### src/rtl/channel_frame_latch_pkg.sv
// Shared definitions for the channel frame latch: sync marker, CRC polynomial,
// receive FSM encoding and payload length helper.
package channel_frame_latch_pkg;

    localparam logic [7:0] SYNC_BYTE_DEF = 8'hA5;
    localparam logic [7:0] CRC8_POLY     = 8'h07;

    typedef enum logic [1:0] {
        ST_HUNT    = 2'd0,
        ST_PAYLOAD = 2'd1,
        ST_CHECK   = 2'd2
    } state_t;

    // Payload bytes needed to carry num_ch channel bits.
    function automatic int nbytes(input int num_ch);
        return (num_ch + 7) / 8;
    endfunction

endpackage

### src/rtl/crc8_byte_update.sv
// One-byte CRC-8 step (MSB first, no reflection); purely combinational.
module crc8_byte_update
    import channel_frame_latch_pkg::*;
(
    input  logic [7:0] crc_i,
    input  logic [7:0] data_i,
    output logic [7:0] crc_o
);

    logic [7:0] c;

    always_comb begin
        c = crc_i ^ data_i;
        for (int i = 0; i < 8; i++) begin
            c = c[7] ? ({c[6:0], 1'b0} ^ CRC8_POLY) : {c[6:0], 1'b0};
        end
        crc_o = c;
    end

endmodule

### src/rtl/channel_frame_latch.sv
// Frame receiver: hunts sync, collects payload, checks CRC-8 into a shadow register;
// PORT reloads from shadow on each sync_pulse rising edge. All outputs registered.
module channel_frame_latch
    import channel_frame_latch_pkg::*;
#(
    parameter int         NUM_CH         = 12,
    parameter logic [7:0] SYNC_BYTE      = SYNC_BYTE_DEF,
    parameter int         TIMEOUT_CYCLES = 100000
) (
    input  logic              CLK,
    input  logic              RST,
    input  logic [7:0]        rx_byte,
    input  logic              rx_valid,
    input  logic              rx_error,
    input  logic              sync_pulse,
    output logic [NUM_CH-1:0] PORT,
    output logic              need_data,
    output logic              incorrect_data,
    output logic              frame_ok
);

    localparam int NBYTES = nbytes(NUM_CH);
    localparam int CNT_W  = (NBYTES > 1) ? $clog2(NBYTES) : 1;
    localparam int IDX_W  = (NUM_CH > 1) ? $clog2(NUM_CH) : 1;
    localparam int TMO_W  = $clog2(TIMEOUT_CYCLES + 1);

    state_t             state_q;
    logic [CNT_W-1:0]   cnt_q;
    logic [7:0]         crc_q;
    logic [7:0]         crc_d;
    logic [TMO_W-1:0]   tmo_q;
    logic [NUM_CH-1:0]  payload_q;
    logic [NUM_CH-1:0]  payload_d;
    logic [NUM_CH-1:0]  shadow_q;
    logic [NUM_CH-1:0]  port_q;
    logic               sync_q;
    logic               need_q;
    logic               inc_q;
    logic               ok_q;
    logic               sync_edge;

    assign sync_edge = sync_pulse & ~sync_q;

    crc8_byte_update u_crc (
        .crc_i  (crc_q),
        .data_i (rx_byte),
        .crc_o  (crc_d)
    );

    // Only channel bits are kept; unused high bits of the last byte feed the CRC only.
    always_comb begin
        payload_d = payload_q;
        for (int i = 0; i < NUM_CH; i++) begin
            if (cnt_q == CNT_W'(i / 8)) begin
                payload_d[IDX_W'(i)] = rx_byte[3'(i % 8)];
            end
        end
    end

    always_ff @(posedge CLK or posedge RST) begin
        if (RST) begin
            state_q   <= ST_HUNT;
            cnt_q     <= '0;
            crc_q     <= '0;
            tmo_q     <= '0;
            payload_q <= '0;
            shadow_q  <= '0;
            port_q    <= '0;
            sync_q    <= 1'b0;
            need_q    <= 1'b1;
            inc_q     <= 1'b0;
            ok_q      <= 1'b0;
        end else begin
            sync_q <= sync_pulse;
            ok_q   <= 1'b0;

            // Port loads the pre-capture shadow; a same-cycle capture overrides need_data below.
            if (sync_edge) begin
                port_q <= shadow_q;
                need_q <= 1'b1;
            end

            case (state_q)
                ST_HUNT: begin
                    if (rx_valid && rx_byte == SYNC_BYTE) begin
                        state_q <= ST_PAYLOAD;
                        crc_q   <= '0;
                        cnt_q   <= '0;
                        tmo_q   <= '0;
                    end
                end
                ST_PAYLOAD, ST_CHECK: begin
                    if (rx_error) begin
                        state_q <= ST_HUNT;
                        inc_q   <= 1'b1;
                    end else if (rx_valid) begin
                        tmo_q <= '0;
                        if (state_q == ST_PAYLOAD) begin
                            payload_q <= payload_d;
                            crc_q     <= crc_d;
                            cnt_q     <= cnt_q + 1'b1;
                            if (cnt_q == CNT_W'(NBYTES - 1)) begin
                                state_q <= ST_CHECK;
                            end
                        end else begin
                            state_q <= ST_HUNT;
                            if (rx_byte == crc_q) begin
                                shadow_q <= payload_q;
                                ok_q     <= 1'b1;
                                need_q   <= 1'b0;
                                inc_q    <= 1'b0;
                            end else begin
                                inc_q <= 1'b1;
                            end
                        end
                    end else if (tmo_q == TMO_W'(TIMEOUT_CYCLES - 1)) begin
                        state_q <= ST_HUNT;
                        inc_q   <= 1'b1;
                    end else begin
                        tmo_q <= tmo_q + 1'b1;
                    end
                end
                default: state_q <= ST_HUNT;
            endcase
        end
    end

    assign PORT           = port_q;
    assign need_data      = need_q;
    assign incorrect_data = inc_q;
    assign frame_ok       = ok_q;

endmodule
### config.mk
export PLATFORM = sky130hd
export DESIGN_NAME = channel_frame_latch
export DESIGN_NICKNAME = d
export VERILOG_FILES = /design/src/rtl/channel_frame_latch_pkg.sv /design/src/rtl/crc8_byte_update.sv /design/src/rtl/channel_frame_latch.sv
export SDC_FILE = /design/constraint.sdc
export NUM_CORES = 1
export LEC_CHECK = 0
export ABC_AREA = 1
export CORE_UTILIZATION = 45
export CTS_CLUSTER_DIAMETER = 200
export CTS_CLUSTER_SIZE = 20
export DETAILED_ROUTE_END_ITERATION = 10
export GPL_TIMING_DRIVEN = 0
export PLACE_DENSITY = 0.66
export SETUP_SLACK_MARGIN = 0.1
export SLEW_MARGIN = 20
export SYNTH_ARGS = -nofsm -noshare
export SYNTH_HDL_FRONTEND = slang
export SYNTH_SLANG_ARGS = --single-unit
### constraint.sdc
create_clock -name CLK -period 3 [get_ports CLK]
set_clock_uncertainty 0.2 [all_clocks]
set_input_delay 0.9 -clock CLK [delete_from_list [all_inputs] [get_ports CLK]]
set_output_delay 0.9 -clock CLK [all_outputs]
set_load 0.05 [all_outputs]
### After elaboration in Yosys (flattened, before gate mapping)

Cells that the tools add are included.

* bits of input ports: 13
* word-level logic and storage cells: 97
* bits in registers: 44

* reduce and logical (&&, ||, !) cells: 11
* equal/unequal tests: 13
* add/subtract/negate cells: 2
* multiplexer cells: 46
* bitwise logic cells: 14

Operators by type and width (number)
* 17-bit two-way mux: 4
* 17-bit case mux with 2 select lines: 1
* 8-bit two-way mux: 4
* 3-bit two-way mux: 8
* 3-bit NOT: 8
* 1-bit two-way mux: 20
* 17-bit by 1-bit adder with 17-bit output (second input constant): 1
* 17-bit == test (second input constant): 1
* 8-bit case mux with 2 select lines: 1
* 5-bit AND reduction: 3
* 2-bit two-way mux: 6
* 8-bit == test: 1
* 8-bit == test (second input constant): 1
* 2-bit inequality test (second input constant): 4
* 8-bit XOR: 1
* 3-bit inequality test (second input constant): 2
* 3-bit AND reduction: 2
* 5-bit inequality test (second input constant): 1
* 4-bit inequality test (second input constant): 1
* 1-bit NOT: 4
* 2-bit case mux with 2 select lines: 1
* 4-bit AND reduction: 1
* 3-bit nonzero test: 1
* 2-bit by 1-bit == test with 1-bit output (second input constant): 1
* 8 further kinds: 8

### Longest topological paths before layout

* depth after elaboration: 21
* depth in mapped cells: 11
* gate-level depth less buffers: 11

### By module

From an unflattened synthesis, not the netlist that was laid out.

* cells, all modules: 463
* area, all modules: 3086.7 um^2

Modules (own cells, without submodules)
* channel_frame_latch: cells an instance 382, area an instance 2723.9 um^2, instances 1
* crc8_byte_update: cells an instance 81, area an instance 362.8 um^2, instances 1

### Worst setup path before layout

Ideal clock, no wire load.

* path type: input -> register
* start point: input rx_byte[5]
* end point: register need_q, in the netlist need_data
* data required time: 2.727 ns
* stages: 8
* slack: 0.683 ns
* arrival time: 2.044 ns
* cell sequence: xnor2_1 -> ha_1 -> nand3_1 -> nor2_1 -> nand3_1 -> nor3_4 -> or2_0 -> inv_1

* cells in the longest elaborated chain, start to end: 6

RTL lines
* start, declared: line channel_frame_latch.sv:12 `input logic [7:0] rx_byte,`
* 8-bit == test: line channel_frame_latch.sv:107 `if (rx_byte == crc_q) begin`
* 1-bit two-way mux: line channel_frame_latch.sv:107
* 1-bit two-way mux: line channel_frame_latch.sv:98 `if (state_q == ST_PAYLOAD) begin`
* 1-bit two-way mux: line channel_frame_latch.sv:96 `end else if (rx_valid) begin`
* 1-bit two-way mux: line channel_frame_latch.sv:93 `if (rx_error) begin`
* 1-bit two-way mux: line channel_frame_latch.sv:83 `case (state_q)`
* end signal, assigned: line channel_frame_latch.sv:70 `need_q <= 1'b1;`
* end signal, assigned: line channel_frame_latch.sv:80 `need_q <= 1'b1;`
* end signal, assigned: line channel_frame_latch.sv:110 `need_q <= 1'b0;`
* end, declared: line channel_frame_latch.sv:37 `logic need_q;`

Every way passes these cells.
A chain may end at the register's enable or synchronous reset.

### Final worst setup path

* start point: input rx_byte[2]
* end point: register shadow_q[0]

* cells in the longest elaborated chain, start to end: 2

RTL lines
* 8-bit == test: line channel_frame_latch.sv:107
* 5-bit AND reduction (no line)
* end signal, assigned: line channel_frame_latch.sv:108 `shadow_q <= payload_q;`
* end, declared: line channel_frame_latch.sv:34 `logic [NUM_CH-1:0] shadow_q;`

Every way passes these cells.

==> flow_metrics.py <==
metrics = {
    "finish": {
        "area.growth.synth_to_final_pct": 15.8,
        "diodes": 0,
        "layout_common_cells": "128 x nand2_1, 43 x dfrtp_1, 38 x inv_1, 31 x nor2_1",
        "finalInstanceArea_um2": 3320,
        "drive_gt1_share_pct": 13.2,
        "final.fill_count": 603,
        "post-route-util_pct": 55.0,
        "nets": 442,
        "final_common_cell": "nand2_1",
    },
    "global_routing": {
        "grt.overflow.total": 0,
        "antenna_found_initial": 0,
        "grt_max_degree": 28,
        "grt_pass1_vias": 2212,
        "grt_usage_pct": 19.5,
        "grt_pass1_wl_mm": 9.89,
    },
    "critical_path": {
        "cp_cell_sequence": "clkdlybuf4s50_1, xnor2_1, ha_1, nand3_1, nor2_1, nand3_1, nor3_2, o21ai_0",
        "crit_fanout": 5,
        "crit_cells": 8,
        "cp.required_ps": 2980,
        "slowest_delay_ps": 510,
        "r2r_slack_ps": 870,
        "crit_arrival_ps": 2710,
        "reg2reg_from": "state_q[0]$_DFFE_PP0P_",
        "critical_path_class": "input pin to flip-flop",
        "reg2reg_depth": 10,
        "worstSetupStartpointType": "input pin",
        "worstSetupEndpointType": "flip-flop",
        "critPathBufInv": 1,
        "crit_top_cell": "nand3_1",
        "crit_family": "simple AND/OR/NAND/NOR gates",
        "r2r_end": "tmo_q[2]$_DFFE_PP0P_",
        "cp_slowest_cell": "clkdlybuf4s50_1",
        "cp-startpoint": "rx_byte[2]",
        "endpoint": "shadow_q[0]$_DFFE_PP0P_",
    },
    "power_and_ir_drop": {
        "power_w": 0.00235,
        "leakage_nw": 1.53,
        "ir_drop_v": 0.000428,
        "power_density_nw_per_um2": 709,
    },
    "min_path": {
        "hp-class": "flip-flop to flip-flop",
    },
    "clock_tree": {
        "cts_buffers": 5,
        "cts-root-buf": "clkbuf_8",
        "htree_levels": 2,
        "cts.sinks": 44,
        "cts.reportedPaths.clkPinSlew_ps": 90,
        "postCtsHoldBufs": 0,
        "cts_resized": 0,
        "post-cts-setup-buffer-count": 0,
        "cts_tree": "done",
        "clock_latency_ps": 300,
        "clockBufferDepth": 2,
    },
    "route": {
        "wirelength_mm": 6.11,
        "drt_iter0_markers": 138,
        "drc": 0,
        "drt_pass1_iterations": 4,
        "antenna_left": 0,
        "wl_per_cell_um": 12.2,
        "vias": 2484,
        "vias_per_cell": 4.98,
    },
    "sta": {
        "holdWs_ps": 285,
        "slew_viol_final": 0,
        "slew-limit-headroom_pct": 59.1,
        "layout_worst_path_cycle_share_pct": 91.0,
        "setup_viol": 0,
        "hold_viol_final": 0,
        "fmax_ghz": 0.366,
        "setup_slack_ps": 269,
        "worstMarginPinSlew_ps": 613,
        "post-route-min-period_ps": 2730,
        "grt_setup_unrepaired": "yes",
    },
    "die": {
        "die_h_um": 81.8,
        "io_pins": 28,
        "start_util_pct": 47.5,
        "die_w_um": 81.8,
        "core_um2": 6030,
        "rows": 28,
        "dieArea_um2": 6690,
    },
    "synthesis": {
        "synth.cell_area_um2": 2860,
        "synth_top_area_share_pct": 37.6,
        "yosysWarningCount": 0,
        "synth_cells": 388,
        "ys_seq_area_share_pct": 38.5,
        "synth.distinct_cells": 29,
        "ys_ff_latch": 44,
        "syn_avg_cell_area_um2": 7.38,
        "synth_area_leaders": "dfrtp_1 38%, nand2_1 17%, inv_1 5.1%, nand4_1 4.8%, nor2_1 4.1%",
        "synth_top_area_cell": "dfrtp_1",
    },
    "placed_design": {
        "place.detailed.hpwl_mm": 4.55,
        "numPortBuffers": 18,
        "gp_congestion": 0.911,
        "place_ws_ps": -31.5,
        "place_area_um2": 3180,
    },
    "flow_run": {
        "cap_violations": 0,
    },
    "run_status": {
        "status": "finished clean",
    },
}
per-stage QoR:
stage                     std cells  TNS (ps)
final                           499         0
after floorplan                 395         0
after global routing            499         0
after global placement          488     -4140
after detailed placement        489     -72.4
after CTS                       497         0
worst reg2reg max path, cell delays in order, from the launching register on:
cell and delay, ps:
dfrtp_1 390, inv_1 60, ha_1 270, buf_4 190, inv_6 80, nor2_1 240
nand4_1 150, nand2_2 170, buf_6 200, nand2_1 80, o21ai_2 60
kinds of logic (layout without fill, tap and decap cells):
family	after synthesis	count (layout)	share of synthesized area [%]
AND/OR/NAND/NOR	219	220	33.7
buffers and inverters	56	84	9.79
AO/OA/AOI/OAI	45	45	10.0
flip-flops	44	44	38.5
XOR/XNOR	17	17	5.20
adder cells (fa/ha/maj)	6	6	2.62
other	1	8	0.131
final cells by class:
| cell class | count | area, um2 | area share, % |
|---|---|---|---|
| timing repair buffer | 20 | 208 | 6.26 |
| tap | 75 | 93.8 | 2.83 |
| clock inverter | 3 | 46.3 | 1.40 |
| multi-input combinational | 296 | 1520 | 45.8 |
| sequential | 44 | 1100 | 33.2 |
| inverter | 40 | 155 | 4.68 |
| clock buffer | 5 | 68.8 | 2.07 |
| buffer | 16 | 125 | 3.77 |
report_power, final:
group          switching, W  internal (W)
Clock              0.000218      0.000251
Combinational      0.000705      0.000380
Sequential        0.0000869      0.000710
Total               0.00101       0.00134
registers in the layout, summed over array words and instances (netlist names), 2 cells and up:
register,flops
shadow_q,4
tmo_q,17
state_q,2
crc_q,8
payload_q,4
PORT,4
worst min-delay path by stage:
stage	end	slack [ps]	cells past startpoint	start
6_report	state_q[1]$_DFFE_PP0P_	290	2	state_q[1]$_DFFE_PP0P_
5_1_grt	PORT[1]$_DFFE_PP0P_	320	2	PORT[1]$_DFFE_PP0P_
4_1_cts	state_q[1]$_DFFE_PP0P_	290	2	state_q[1]$_DFFE_PP0P_
3_5_place_dp	state_q[1]$_DFFE_PP0P_	270	2	state_q[1]$_DFFE_PP0P_
3_3_place_gp	payload_q[2]$_DFFE_PP0P_	260	2	payload_q[2]$_DFFE_PP0P_
2_1_floorplan	payload_q[1]$_DFFE_PP0P_	240	2	payload_q[1]$_DFFE_PP0P_
cell usage after synthesis:
library cell,count
clkbuf_1,2
inv_6,1
inv_1,39
nand4_1,22
or2_0,1
buf_4,9
dfstp_2,1
nor3_1,1
dfrtp_1,43
o21ai_2,13
nand2_2,8
a21oi_1,3
xnor2_1,6
buf_6,4
nor3_4,1
nor2_1,31
a21oi_2,1
o21ai_1,2
ha_1,6
or2_2,2
nand3_1,22
xor2_1,11
nor3_2,2
conb_1,1
nand2_1,128
o21ai_0,22
o21bai_1,4
nor2_4,1
buf_2,1
per-layer routing:
layer	up-vias	GRT usage [%]	part of all wire, %
met5	-	0	0
met4	0	6.32	1.8
met3	12	3.78	5.7
met2	62	29.9	43
met1	1106	27.5	50
li1	1304	-	-
No activity file was read; power rests on OpenSTA's default activity.
